--- src/rtl/conv_pkg.sv ---
// Shared widths and byte-lane selection for the 32-to-8 converter.
package conv_pkg;
  localparam int WORD_W         = 32;
  localparam int BYTE_W         = 8;
  localparam int BYTES_PER_WORD = 4;
  localparam int IDX_W          = $clog2(BYTES_PER_WORD);

  typedef logic [WORD_W-1:0] word_t;
  typedef logic [BYTE_W-1:0] byte_t;
  typedef logic [IDX_W-1:0]  idx_t;

  function automatic byte_t byte_sel(
    input word_t word,
    input idx_t  idx,
    input logic  msb_first
  );
    idx_t k;
    k = msb_first ? idx_t'(BYTES_PER_WORD-1) - idx : idx;
    return word[k*BYTE_W +: BYTE_W];
  endfunction
endpackage

--- src/rtl/word_skid.sv ---
// One-entry pending word buffer sitting in front of the serializer slot.
module word_skid
  import conv_pkg::*;
(
  input  logic              clk_in,
  input  logic              rst_n,
  input  logic [WORD_W-1:0] in_data,
  input  logic              in_valid,
  output logic              in_ready,
  input  logic              slot_free,
  output logic              acc,
  output logic [WORD_W-1:0] pend_word,
  output logic              pend_valid
);
  logic store;
  logic take;

  assign in_ready = !pend_valid;
  assign acc      = in_valid && in_ready;
  // a word bypasses pend only when the slot is free and nothing is queued
  assign store    = acc && (!slot_free || pend_valid);
  assign take     = slot_free && pend_valid;

  always_ff @(posedge clk_in or negedge rst_n) begin
    if (!rst_n) begin
      pend_word  <= '0;
      pend_valid <= 1'b0;
    end else if (store) begin
      pend_word  <= in_data;
      pend_valid <= 1'b1;
    end else if (take) begin
      pend_valid <= 1'b0;
    end
  end
endmodule

--- src/rtl/conv_32a8.sv ---
// Serializes 32-bit words into four bytes with a one-word pending buffer.
module conv_32a8
  import conv_pkg::*;
#(
  parameter bit MSB_FIRST = 1'b1
) (
  input  logic              clk_in,
  input  logic              rst_n,
  input  logic [WORD_W-1:0] in_data,
  input  logic              in_valid,
  output logic              in_ready,
  output logic [BYTE_W-1:0] out_data,
  output logic              out_valid,
  input  logic              out_ready,
  output logic              out_last,
  output logic              busy
);
  logic [WORD_W-1:0] cur_word;
  logic              cur_valid;
  idx_t              idx;
  logic [WORD_W-1:0] pend_word;
  logic              pend_valid;
  logic              acc;
  logic              pop;
  logic              done;
  logic              free;

  assign pop  = cur_valid && out_ready;
  assign done = pop && (idx == idx_t'(BYTES_PER_WORD-1));
  assign free = !cur_valid || done;

  word_skid u_skid (
    .clk_in     (clk_in),
    .rst_n      (rst_n),
    .in_data    (in_data),
    .in_valid   (in_valid),
    .in_ready   (in_ready),
    .slot_free  (free),
    .acc        (acc),
    .pend_word  (pend_word),
    .pend_valid (pend_valid)
  );

  always_ff @(posedge clk_in or negedge rst_n) begin
    if (!rst_n) begin
      cur_word  <= '0;
      cur_valid <= 1'b0;
      idx       <= '0;
    end else if (free) begin
      if (pend_valid) begin
        cur_word  <= pend_word;
        cur_valid <= 1'b1;
        idx       <= '0;
      end else if (acc) begin
        cur_word  <= in_data;
        cur_valid <= 1'b1;
        idx       <= '0;
      end else begin
        cur_valid <= 1'b0;
      end
    end else if (pop) begin
      idx <= idx + idx_t'(1);
    end
  end

  assign out_data  = byte_sel(cur_word, idx, MSB_FIRST);
  assign out_valid = cur_valid;
  assign out_last  = cur_valid && (idx == idx_t'(BYTES_PER_WORD-1));
  assign busy      = cur_valid || pend_valid;
endmodule
--- config.mk ---
export PLATFORM = sky130hd
export DESIGN_NAME = conv_32a8
export DESIGN_NICKNAME = d
export VERILOG_FILES = /design/src/rtl/conv_pkg.sv /design/src/rtl/word_skid.sv /design/src/rtl/conv_32a8.sv
export SDC_FILE = /design/constraint.sdc
export NUM_CORES = 1
export LEC_CHECK = 0
export BUFFER_PORTS_ARGS = -buffer_cell sky130_fd_sc_hd__clkbuf_2
export CAP_MARGIN = 15
export CORE_ASPECT_RATIO = 1.1
export CORE_MARGIN = 5
export CORE_UTILIZATION = 51
export DETAILED_ROUTE_END_ITERATION = 16
export PLACE_DENSITY = 0.76
export SYNTH_ARGS = -nofsm -noshare
export SYNTH_HDL_FRONTEND = slang
export SYNTH_SLANG_ARGS = --single-unit
export TNS_END_PERCENT = 30
--- constraint.sdc ---
create_clock -name clk_in -period 1.58 [get_ports clk_in]
set_input_delay 0.316 -clock clk_in [delete_from_list [all_inputs] [get_ports clk_in]]
set_output_delay 0.316 -clock clk_in [all_outputs]
set_load 0.02 [all_outputs]
Word-level counts from Yosys, hierarchy flattened:

Index checks and enable logic that the tools add are counted.

* equal/unequal tests: 2
* reduce and logical (&&, ||, !) cells: 17
* muxes and demuxes: 10
* add/subtract/negate cells: 2
* shift-type cells: 1

Operators with widths (number)
* $mux 32: 2
* $shiftx 32x6->8: 1
* $mux 2: 4
* $logic_and 1x1->1: 6
* $reduce_bool 2->1: 3
* $mux 1: 4
* $reduce_and 2->1: 2
* $logic_not 1->1: 3
* $logic_or 1x1->1: 3
* $ne 3x3->1 const B: 1
* $add 2x1->2 const B: 1
* $eq 2x2->1 const B: 1
* $sub 2x2->2 const A: 1

* input bits: 36
* flip-flop bits (word level): 68
* logic and storage cells: 37

Logic depth before layout (Yosys ltp):

Gate-level depths: netlist of the first run.

* depth in word-level cells: 7
* gate-level depth with buffers: 5
* gate-level depth less buffers: 4

By module:

Synthesis of the first run repeated with hierarchy kept, for this count alone.

* cells, all modules: 203
* area total of the unflattened synthesis: 3276.9 um^2

By module, submodules not included
* conv_32a8: instances 1, seq. area each 875.8 um^2, cells an instance 130, area an instance 2020.7 um^2
* word_skid: instances 1, seq. area each 825.8 um^2, cells an instance 73, area an instance 1256.2 um^2

Worst setup path before layout of the first run:

OpenSTA, ideal clock, no wires.

* kind: flip-flop to flip-flop
* start point: register cur_valid (netlist: out_valid)
* end point: register cur_word[18]
* data required time: 1.455 ns
* stages on the path, launching flop included: 5
* slack: 0.012 ns
* arrival time: 1.444 ns
* path buffers: 1
* cell sequence: dfrtp_1 > a21boi_4 > nor2_2 > buf_4 > mux2_2

* word-level cells in the longest chain between the ends: 4
* elaborated cells on any way between the ends: 5
* classes of those cells: 5 x reduce/logical

Ends and longest elaborated chain
* start, declared: RTL line conv_32a8.sv:19 `logic cur_valid;`
* start signal, assigned: RTL line conv_32a8.sv:47 `cur_valid <= 1'b0;`
* start signal, assigned: RTL line conv_32a8.sv:52 `cur_valid <= 1'b1;`
* start signal, assigned: RTL line conv_32a8.sv:56 `cur_valid <= 1'b1;`
* $logic_and 1x1->1: RTL line conv_32a8.sv:28 `assign pop = cur_valid && out_ready;`
* $logic_and 1x1->1: RTL line conv_32a8.sv:29 `assign done = pop && (idx == idx_t'(BYTES_PER_WORD-1));`
* $logic_or 1x1->1 *: RTL line conv_32a8.sv:30 `assign free = !cur_valid || done;`
* $reduce_and 2->1 (no line) *
* end signal, assigned: RTL line conv_32a8.sv:51 `cur_word <= pend_word;`
* end signal, assigned: RTL line conv_32a8.sv:55 `cur_word <= in_data;`
* end, declared: RTL line conv_32a8.sv:18 `logic [WORD_W-1:0] cur_word;`

Mark *: on every way between the ends. The rest lies on a longest branch, timed or not.
A chain may end at the register's enable or synchronous reset.

Worst setup path in the final report of the first run:

* start point: register idx[0]
* end point: output port out_data[2]

* word-level cells in the longest chain between the ends: 2

Ends and longest elaborated chain
* start, declared: RTL line conv_32a8.sv:20 `idx_t idx;`
* start signal, assigned: RTL line conv_32a8.sv:62 `idx <= idx + idx_t'(1);`
* $sub 2x2->2: RTL line conv_pkg.sv:18 `k = msb_first ? idx_t'(BYTES_PER_WORD-1) - idx : idx;`
* $shiftx 32x6->8: RTL line conv_pkg.sv:19 `return word[k*BYTE_W +: BYTE_W];`
* end, declared: RTL line conv_32a8.sv:12 `output logic [BYTE_W-1:0] out_data,`

No other way between the ends.

==> impl_metrics.tcl, run 1 <==
set metrics [dict create \
    result_of_the_run "finished with violations" \
    violations "negative setup slack" \
    hold_path.class "in2reg" \
    tightestPinTransition_ps 310 \
    floorplan.rows 30 \
    gr_layer_usage_met3_pct 5.87 \
    gp_congestion 0.742 \
    finalWorstPathRequiredPeriod_ps 1920 \
    layout_worst_path_cycle_share_pct 121 \
    met2_grt_util_pct 27.7 \
    relSlewSlack_pct 79.4 \
    initial_util_pct 52.0 \
    postSynthRegisterBits 68 \
    worst_setup_path_start_kind "flop" \
    worstSkewPairLatency_ps 340 \
    grt_pass1_vias 2067 \
    finish.utilization_pct 64.6 \
    synth_top_area_share_pct 53.5 \
    synth.distinct_cells 19 \
    synth_area_leaders "sky130_fd_sc_hd__dfrtp_1, sky130_fd_sc_hd__mux2_2, sky130_fd_sc_hd__mux4_2" \
    via_per_inst 5.30 \
    pin_count 48 \
    detailed_place_hpwl_um 4110 \
    rsz0062_at_grt "true" \
    yosys_warnings 0 \
    cts_sinks 68 \
    wl_per_cell_um 17.2 \
    worst-r2r-setup-slack_ps -240 \
    report.power.total_mw 8.22 \
    routed_wl_um 6040 \
    max-clock-path-buffers 2 \
    buffer_ports.inserted 47 \
    power_density_nw_per_um2 2080 \
    finish.net_count 304 \
    drv_cap 0 \
    static-leakage-power_nw 1.79 \
    final_layout_size_suffix_gt1_share_pct 69.9 \
    cts_tree "yes" \
    antenna_violations_before_repair 0 \
    maxClockFrequency_mhz 521 \
    critPathKind "reg2out" \
    dieWidth_um 85.3 \
    routed-via-count 1864 \
    die_height_um 92.9 \
    crit_required_ps 1260 \
    report.final.slew_viol_count 0 \
    worstSetupEndpointType "output pin" \
    final_hold_viol_count 0 \
    synth-seq-area-share_pct 53.5 \
    syn_area_sq_um 3180 \
    mappedNetlistNets 239 \
    cell_at_the_root_of_the_clock_tree "sky130_fd_sc_hd__clkbuf_8" \
    clock-skew-final_ps 9.96 \
    synthToLayoutAreaGrowth_pct 24.3 \
    grt_first_pass_wirelength_um 10200 \
    die_area_sq_um 7920 \
    drt_iter0_markers 99 \
    final.setup.worst_slack_ps -338 \
    highest_net_fanout_along_the_worst_path 5 \
    worst_setup_hold_path_clk_slew_ps 80 \
    cp_data_arrival_time_ps 1600 \
    drc 0 \
    antenna_violating_nets_post_route 0 \
    fin_setup_tns_ps -12270 \
    htree_levels 3 \
    synth_area_leader_cell "sky130_fd_sc_hd__dfrtp_1" \
    cts_inserted_buffers 9 \
    syn_inst 202 \
    setup-violations-final 74 \
    top_usage_layer "met2" \
    overflow_left_after_global_routing 0 \
    maximum_number_of_pins_on_one_net_before_global_route_repair 59 \
    globalRouteMet1Util_pct 20.6 \
    grt.total_usage_pct 17.1 \
    postSynthAreaPerCell_sq_um 15.8 \
    fp.coreArea_sq_um 6120 \
    antenna_cells_inserted 0 \
    drtPass1Iterations 4 \
    peakVddDrop_mv 0.784 \
]
-- flip-flops by register name (all words and copies together) (netlist names) --
signal	count
u_skid.pend_valid	1
cur_word	32
out_valid	1
idx	2
u_skid.pend_word	32
-- metrics by stage --
stage	hold WS, ps	std cells	setup slack [ps]	instance area (sq um)
after floorplan	20.4	202	11.7	3180
after global placement	212	329	33.9	3580
after detailed placement	219	329	-16.1	3580
after CTS	207	351	-349	3900
after global routing	199	352	-407	3960
final	221	352	-338	3960
-- cells by family (layout without fill, tap and decap cells) --
| kind of cell | after synthesis | after routing | synth area share [%] |
|---|---|---|---|
| DFF | 68 | 68 | 53.5 |
| muxes | 104 | 104 | 39.6 |
| AOI/OAI and AO/OA | 4 | 4 | 1.18 |
| adders and majority gates | 1 | 1 | 0.393 |
| buffers and inverters | 14 | 84 | 3.18 |
| and+or+nand+nor | 11 | 11 | 2.16 |
-- layout by cell type, fill, tap and decap left out --
| cell | instances |
|---|---|
| sky130_fd_sc_hd__mux2_2 | 96 |
| sky130_fd_sc_hd__buf_6 | 10 |
| sky130_fd_sc_hd__inv_1 | 2 |
| sky130_fd_sc_hd__nand3b_1 | 1 |
| sky130_fd_sc_hd__o21ai_0 | 1 |
| sky130_fd_sc_hd__clkbuf_8 | 9 |
| sky130_fd_sc_hd__nand3_4 | 1 |
| sky130_fd_sc_hd__bufbuf_16 | 1 |
| sky130_fd_sc_hd__bufinv_16 | 2 |
| sky130_fd_sc_hd__nor2_1 | 1 |
| sky130_fd_sc_hd__buf_8 | 2 |
| sky130_fd_sc_hd__clkbuf_1 | 1 |
| sky130_fd_sc_hd__or2_4 | 1 |
| sky130_fd_sc_hd__dfrtp_2 | 1 |
| sky130_fd_sc_hd__clkinvlp_4 | 2 |
| sky130_fd_sc_hd__nor2_2 | 1 |
| sky130_fd_sc_hd__buf_12 | 5 |
| sky130_fd_sc_hd__clkinv_2 | 1 |
| sky130_fd_sc_hd__clkinv_4 | 1 |
| sky130_fd_sc_hd__buf_2 | 2 |
| sky130_fd_sc_hd__clkbuf_2 | 37 |
| sky130_fd_sc_hd__dlygate4sd3_1 | 1 |
| sky130_fd_sc_hd__o211ai_1 | 1 |
| sky130_fd_sc_hd__and2_1 | 1 |
| sky130_fd_sc_hd__nand2_1 | 4 |
| sky130_fd_sc_hd__dfrtp_1 | 67 |
| sky130_fd_sc_hd__o22ai_1 | 1 |
| sky130_fd_sc_hd__a21boi_4 | 1 |
| sky130_fd_sc_hd__ha_1 | 1 |
| sky130_fd_sc_hd__mux4_2 | 8 |
| sky130_fd_sc_hd__buf_4 | 8 |
| sky130_fd_sc_hd__nor2_4 | 1 |
-- worst paths after layout --
check	from	to	cells past startpoint
max	idx[0]	out_data[2]	3
min reg2reg	u_skid.pend_word[6]	u_skid.pend_word[6]	1
max reg2reg	idx[1]	cur_word[22]	6
min in group asynchronous	rst_n	u_skid.pend_word[15]	2
min	in_data[13]	u_skid.pend_word[13]	2
max in group asynchronous	rst_n	u_skid.pend_valid	3
-- layout make-up --
| cell class | count | area, sq um |
|---|---|---|
| fill | 449 | 2160 |
| clock inverter | 6 | 88.8 |
| clock buffer | 10 | 128 |
| multi-input combinational | 120 | 1390 |
| tap | 80 | 100 |
| sequential | 68 | 1700 |
| timing repair buffer | 66 | 541 |
| inverter | 2 | 7.51 |
-- synth_stat cells, drive strengths merged --
| master | number |
|---|---|
| mux2 | 96 |
| o22ai | 1 |
| o211ai | 1 |
| nor2 | 3 |
| nand3 | 1 |
| inv | 2 |
| nand2 | 4 |
| o21ai | 1 |
| buf | 12 |
| dfrtp | 68 |
| nand3b | 1 |
| or2 | 1 |
| ha | 1 |
| mux4 | 8 |
| a21boi | 1 |
| and2 | 1 |
-- power breakdown --
part	total [mW]	leakage, nW	internal, mW	switching (mW)
registers	3.04	0.818	2.60	0.434
clock network	1.54	0.102	0.888	0.652
logic	3.64	0.871	2.26	1.38
-- critical path, stage by stage (launching register included) --
cell and delay (ps):
sky130_fd_sc_hd__dfrtp_1 420, sky130_fd_sc_hd__buf_6 160, sky130_fd_sc_hd__mux4_2 520, sky130_fd_sc_hd__buf_6 150
-- timing repair --
action | CTS | global route
endpoints found under the hold margin | 10 | 0
gates resized for setup | 10 | 22
cloned | 1 | 0
hold buffers | 1 | 0
endpoints found under the setup margin | 61 | 75
pin swaps | 1 | 0
setup buffers | 4 | 1
-- per-layer routing --
metal  routed length [um]  up-vias  share of wire, %
li1                     -      872                 -
met1                 2580      954                43
met2                 3140       30                52
met3                  206        8               3.4
met4                  111        0               1.8
met5                    0        -                 0
No activity file was read; power rests on OpenSTA's default activity.
==> inputs of run 2 (changes only) <==
--- a/config.mk
+++ b/config.mk
@@ -10,7 +10,9 @@
 export CORE_ASPECT_RATIO = 1.1
 export CORE_MARGIN = 5
 export CORE_UTILIZATION = 51
+export CTS_BUF_LIST = sky130_fd_sc_hd__clkbuf_2 sky130_fd_sc_hd__clkbuf_4 sky130_fd_sc_hd__clkbuf_8
 export DETAILED_ROUTE_END_ITERATION = 16
+export MAX_ROUTING_LAYER = met4
 export PLACE_DENSITY = 0.76
 export SYNTH_ARGS = -nofsm -noshare
 export SYNTH_HDL_FRONTEND = slang
==> run 2 against run 1 <==
The run still ends with negative setup slack left. Register-to-register slack barely moved. Critical path depth stayed put. Total power up 0.38%. Hold slack got worse by 5.6 ps. Fmax is 0.17% lower. Core utilization increased by 0.061 points. Final area hardly changed. Routed wire length up 0.23%. Count of clock-buffer cells in the layout unchanged. Non-clock buffer count is the same. First-iteration DRC count up 29%. Sequential power is essentially flat. Highest routed layer unchanged.
==> impl_metrics.tcl, run 2 (synthesis gave the netlist of run 1 again) <==
set metrics [dict create \
    cts_inserted_buffers 9 \
    hold_path.class "in2reg" \
    worstSkewPairLatency_ps 340 \
    final.fill_count 453 \
    maxClockFrequency_mhz 520 \
    antenna_violating_nets_post_route 0 \
    clock-skew-final_ps 10.7 \
    cpPeakStageDelay_ps 520 \
    dr.max_layer_used "met4" \
    top_regs "cur_word x32, u_skid.pend_word x32, idx x2" \
    antenna_cells_inserted 0 \
    power_density_nw_per_um2 2080 \
    drc 0 \
    peakVddDrop_mv 0.912 \
    result_of_the_run "finished with violations" \
    relSlewSlack_pct 79.2 \
    setup-violations-final 74 \
    most-common-layout-cells "sky130_fd_sc_hd__mux2_2, sky130_fd_sc_hd__dfrtp_1, sky130_fd_sc_hd__clkbuf_2, sky130_fd_sc_hd__buf_6, sky130_fd_sc_hd__clkbuf_8" \
    cts_sinks 68 \
    grt_pass1_vias 2060 \
    routed_wl_um 6050 \
    fp.coreArea_sq_um 6120 \
    highest_net_fanout_along_the_worst_path 5 \
    finish.net_count 304 \
    overflow_left_after_global_routing 0 \
    grt_first_pass_wirelength_um 10200 \
    cp_data_arrival_time_ps 1610 \
    final_hold_viol_count 0 \
    worst_setup_path_start_kind "flop" \
    mostFrequentLayoutCell "sky130_fd_sc_hd__mux2_2" \
    critPathKind "reg2out" \
    die_height_um 92.9 \
    buffer_ports.inserted 47 \
    worst_path_max_delay_cell "sky130_fd_sc_hd__mux4_2" \
    worst_setup_hold_path_clk_slew_ps 80 \
    wl_per_cell_um 17.2 \
    cell_at_the_root_of_the_clock_tree "sky130_fd_sc_hd__clkbuf_8" \
    met2WireLength_um 3140 \
    dieWidth_um 85.3 \
    final.setup.worst_slack_ps -342 \
    max-clock-path-buffers 2 \
    initial_util_pct 52.0 \
    floorplan.rows 30 \
    pin_count 48 \
    detailed_place_hpwl_um 4110 \
    drv_cap 0 \
    report.power.total_mw 8.25 \
    drt_iter0_markers 128 \
    final_layout_size_suffix_gt1_share_pct 70.2 \
    m1WireLength_um 2600 \
    drtPass1Iterations 4 \
    worst_hold_slack_after_final_layout_ps 216 \
    tightestPinTransition_ps 313 \
    worstSetupEndpointType "output pin" \
    synthToLayoutAreaGrowth_pct 24.4 \
    cts_tree "yes" \
    crit_required_ps 1260 \
    htree_levels 3 \
    die_area_sq_um 7920 \
    violations "negative setup slack" \
    met3_wirelength_um 211 \
    worst-r2r-setup-slack_ps -230 \
    grt.total_usage_pct 17.4 \
    antenna_violations_before_repair 0 \
    routed-via-count 1865 \
    gp_congestion 0.751 \
    critical-path-top-cell-by-count "sky130_fd_sc_hd__buf_6" \
    finalWorstPathRequiredPeriod_ps 1920 \
    report.final.slew_viol_count 0 \
    layout_worst_path_cycle_share_pct 122 \
    via_per_inst 5.30 \
    finish.utilization_pct 64.7 \
    rsz0062_at_grt "true" \
    maximum_number_of_pins_on_one_net_before_global_route_repair 59 \
    chain_of_cells_forming_the_critical_path "buf_6 -> mux4_2 -> buf_6" \
    static-leakage-power_nw 1.79 \
]
run 2: cell counts in the layout (fill, tap and decap cells not counted):
Identical to the previous run, type by type.
run 2: path summary, 6_finish.rpt:
| path | cells after the start | start | to |
|---|---|---|---|
| setup reg to reg | 6 | idx[1] | cur_word[14] |
| min in group asynchronous | 2 | rst_n | u_skid.pend_word[15] |
| max in group asynchronous | 3 | rst_n | u_skid.pend_valid |
| hold reg to reg | 1 | u_skid.pend_word[6] | u_skid.pend_word[6] |
| setup / recovery | 3 | idx[0] | out_data[4] |
| hold / removal | 2 | in_data[6] | u_skid.pend_word[6] |
run 2: through the flow:
stage          instances  setup slack (ps)  setup TNS [ps]  cell area, sq um
2_1_floorplan        202              11.7               0              3180
4_1_cts              351              -349           -9820              3910
6_report             352              -342          -12060              3960
3_3_place_gp         329              33.9               0              3580
5_1_grt              352              -408          -17570              3960
3_5_place_dp         329             -16.1           -71.2              3580
run 2: power breakdown:
group	switching, mW	internal (mW)
clock	0.662	0.905
sequential	0.434	2.60
combinational	1.38	2.26
total	2.48	5.77
run 2: what timing repair did:
action / CTS / global route
pin swaps: 1 / 0
cloned: 1 / 0
gates resized for setup: 10 / 22
hold buffers: 1 / 0
setup buffers: 4 / 1
setup endpoints to repair: 61 / 75
endpoints found under the hold margin: 10 / 0
run 2: critical path: cells and delay by family, from the launching register on:
kind / cells / cell delay [ps]
buffers and inverters: 2 / 310
muxes: 1 / 520
DFF: 1 / 420
run 2: layout make-up:
cell class,instances,area (sq um),area share [%]
inverter,2,7.51,0.190
timing repair buffer,66,541,13.7
clock buffer,10,131,3.32
clock inverter,6,88.8,2.24
tap,80,100,2.53
multi-input combinational,120,1390,35.1
sequential,68,1700,43.0
run 2: layer usage:
layer | GRT usage, % | vias up
met1 | 20.7 | 941
met4 | 6.73 | 0
met5 | - | -
li1 | - | 872
met3 | 5.07 | 13
met2 | 27.9 | 39
==> inputs of run 3 (changes only) <==
--- a/config.mk
+++ b/config.mk
@@ -11,8 +11,8 @@
 export CORE_MARGIN = 5
 export CORE_UTILIZATION = 51
 export CTS_BUF_LIST = sky130_fd_sc_hd__clkbuf_2 sky130_fd_sc_hd__clkbuf_4 sky130_fd_sc_hd__clkbuf_8
+export CTS_CLUSTER_DIAMETER = 150
 export DETAILED_ROUTE_END_ITERATION = 16
-export MAX_ROUTING_LAYER = met4
 export PLACE_DENSITY = 0.76
 export SYNTH_ARGS = -nofsm -noshare
 export SYNTH_HDL_FRONTEND = slang
==> run 3 against run 2 <==
The flow still finishes with violations (negative setup slack). Total power about the same. Sequential power about the same. Final area unchanged. Sequential cell count unchanged. First-iteration DRC count up 2.3%. Clock skew about the same. Via count up 0.48%. Count of clock-buffer cells in the layout unchanged.
==> impl_metrics.tcl, run 3 (synthesis gave the netlist of run 1 again) <==
set metrics [dict create \
    result_of_the_run "finished with violations" \
    violations "negative setup slack" \
    tightestPinTransition_ps 313 \
    finish.utilization_pct 64.7 \
    cts_sinks 68 \
    worst_setup_hold_path_clk_slew_ps 80 \
    final.setup.worst_slack_ps -345 \
    drv_cap 0 \
    rsz0062_at_grt "true" \
    cp_data_arrival_time_ps 1610 \
    wl_per_cell_um 17.2 \
    drc 0 \
    hold_path_depth 2 \
    top_regs "cur_word x32, u_skid.pend_word x32, idx x2" \
    via_per_inst 5.32 \
    final_layout_size_suffix_gt1_share_pct 70.2 \
    worstSkewPairLatency_ps 350 \
    finish.net_count 304 \
    maximum_number_of_pins_on_one_net_before_global_route_repair 59 \
    gp_congestion 0.742 \
    pwr-share-comb_pct 44.2 \
    static-leakage-power_nw 1.79 \
    dieWidth_um 85.3 \
    highest_net_fanout_along_the_worst_path 5 \
    max-clock-path-buffers 2 \
    final_hold_viol_count 0 \
    clock_power_share_pct 19.0 \
    hold_path.class "in2reg" \
    report.final.slew_viol_count 0 \
    power.switching_mw 2.48 \
    synthToLayoutAreaGrowth_pct 24.4 \
    placed_area_sq_um 3580 \
    maxClockFrequency_mhz 519 \
    htree_levels 3 \
    relSlewSlack_pct 79.1 \
    buffer_ports.inserted 47 \
    post-route-cell-area_sq_um 3960 \
    detailed_place_hpwl_um 4110 \
    drt_iter0_markers 131 \
    worst-r2r-setup-slack_ps -230 \
    grt.total_usage_pct 16.9 \
    worst_r2r_path_depth 6 \
    layout_worst_path_cycle_share_pct 122 \
    die_area_sq_um 7920 \
    setup-violations-final 74 \
    final.fill_count 453 \
    timing.rr.start "idx[1]" \
    critical-path-top-delay-family "multiplexers" \
    worst_path_max_delay_cell "sky130_fd_sc_hd__mux4_2" \
    worst_setup_path_start_kind "flop" \
    grt_pass1_vias 2064 \
    grt_first_pass_wirelength_um 10200 \
    cell_at_the_root_of_the_clock_tree "sky130_fd_sc_hd__clkbuf_8" \
    switching_share_pct 30.0 \
    clock-skew-final_ps 10.9 \
    routed-via-count 1874 \
    crit_required_ps 1260 \
    routed_wl_um 6070 \
    hold-path-endpoint "u_skid.pend_word[5]" \
    critical-path-top-cell-by-count "sky130_fd_sc_hd__buf_6" \
    r2r_end "cur_word[22]" \
    floorplan.rows 30 \
    mostFrequentLayoutCell "sky130_fd_sc_hd__mux2_2" \
    critPathKind "reg2out" \
    die_height_um 92.9 \
    fp.coreArea_sq_um 6120 \
    finalWorstPathRequiredPeriod_ps 1930 \
    overflow_left_after_global_routing 0 \
    initial_util_pct 52.0 \
    sequential_share_of_power_pct 36.8 \
    antenna_violations_before_repair 0 \
    most-common-layout-cells "sky130_fd_sc_hd__mux2_2, sky130_fd_sc_hd__dfrtp_1, sky130_fd_sc_hd__clkbuf_2, sky130_fd_sc_hd__buf_6, sky130_fd_sc_hd__clkbuf_8" \
    cts_inserted_buffers 9 \
    cts_tree "yes" \
    timing.hold.worst.start "in_data[5]" \
    pin_count 48 \
    cell_internal_pwr_mw 5.77 \
    power_density_nw_per_um2 2080 \
    worstSetupEndpointType "output pin" \
    antenna_cells_inserted 0 \
    peakVddDrop_mv 0.914 \
    crit_buf_inv 2 \
    chain_of_cells_forming_the_critical_path "buf_6 -> mux4_2 -> buf_6" \
    cpPeakStageDelay_ps 520 \
    antenna_violating_nets_post_route 0 \
    drtPass1Iterations 4 \
]
[run 3: how the worst max path moves through the flow]
stage | start | to | slack, ps | cells after the start
after global placement | idx[1] | cur_word[18] | 30 | 5
after detailed placement | idx[1] | cur_word[1] | -20 | 5
after CTS | idx[0] | out_data[0] | -350 | 3
after global routing | idx[0] | out_data[1] | -410 | 3
after floorplan | out_valid | cur_word[18] | 10 | 4
final | idx[0] | out_data[4] | -350 | 3
[run 3: power groups by stage]
stage / clock [mW] / combinational (mW) / sequential [mW]
CTS: 1.59 / 3.43 / 3.03
floorplan: 0 / 2.55 / 2.88
global placement: 0 / 3.19 / 3.01
detailed placement: 0 / 3.27 / 3.05
global route: 1.68 / 3.91 / 3.14
finish: 1.56 / 3.65 / 3.04
[run 3: cell type report]
class / instances / area [sq um] / share of cell area, %
clock buffer: 10 / 131 / 3.32
timing repair buffer: 66 / 541 / 13.7
inverter: 2 / 7.51 / 0.190
clock inverter: 6 / 88.8 / 2.24
sequential: 68 / 1700 / 43.0
tap: 80 / 100 / 2.53
multi-input combinational: 120 / 1390 / 35.1
[run 3: per-layer routing]
| metal | up-vias | wire length (um) | global-route usage, % |
|---|---|---|---|
| met5 | - | 0 | 0 |
| met4 | 0 | 103 | 6.73 |
| met1 | 955 | 2600 | 20.8 |
| li1 | 873 | - | - |
| met2 | 35 | 3120 | 27.7 |
| met3 | 11 | 246 | 5.07 |
[run 3: per-stage QoR]
stage          cells  setup TNS (ps)  total power [mW]  worst slack, ps  hold slack, ps
2_1_floorplan    202               0              5.43             11.7            20.4
3_3_place_gp     329               0              6.20             33.9             212
3_5_place_dp     329           -71.2              6.32            -16.1             219
4_1_cts          351           -9820              8.06             -349             206
5_1_grt          352          -17590              8.73             -408             199
6_report         352          -12270              8.25             -345             213
[run 3: what timing repair did]
action | in CTS | in global routing
endpoints found under the hold margin | 10 | 0
setup endpoints to repair | 61 | 75
setup buffers | 4 | 1
cloned | 1 | 0
hold buffers | 1 | 0
gates resized for setup | 10 | 22
pin swaps | 1 | 0
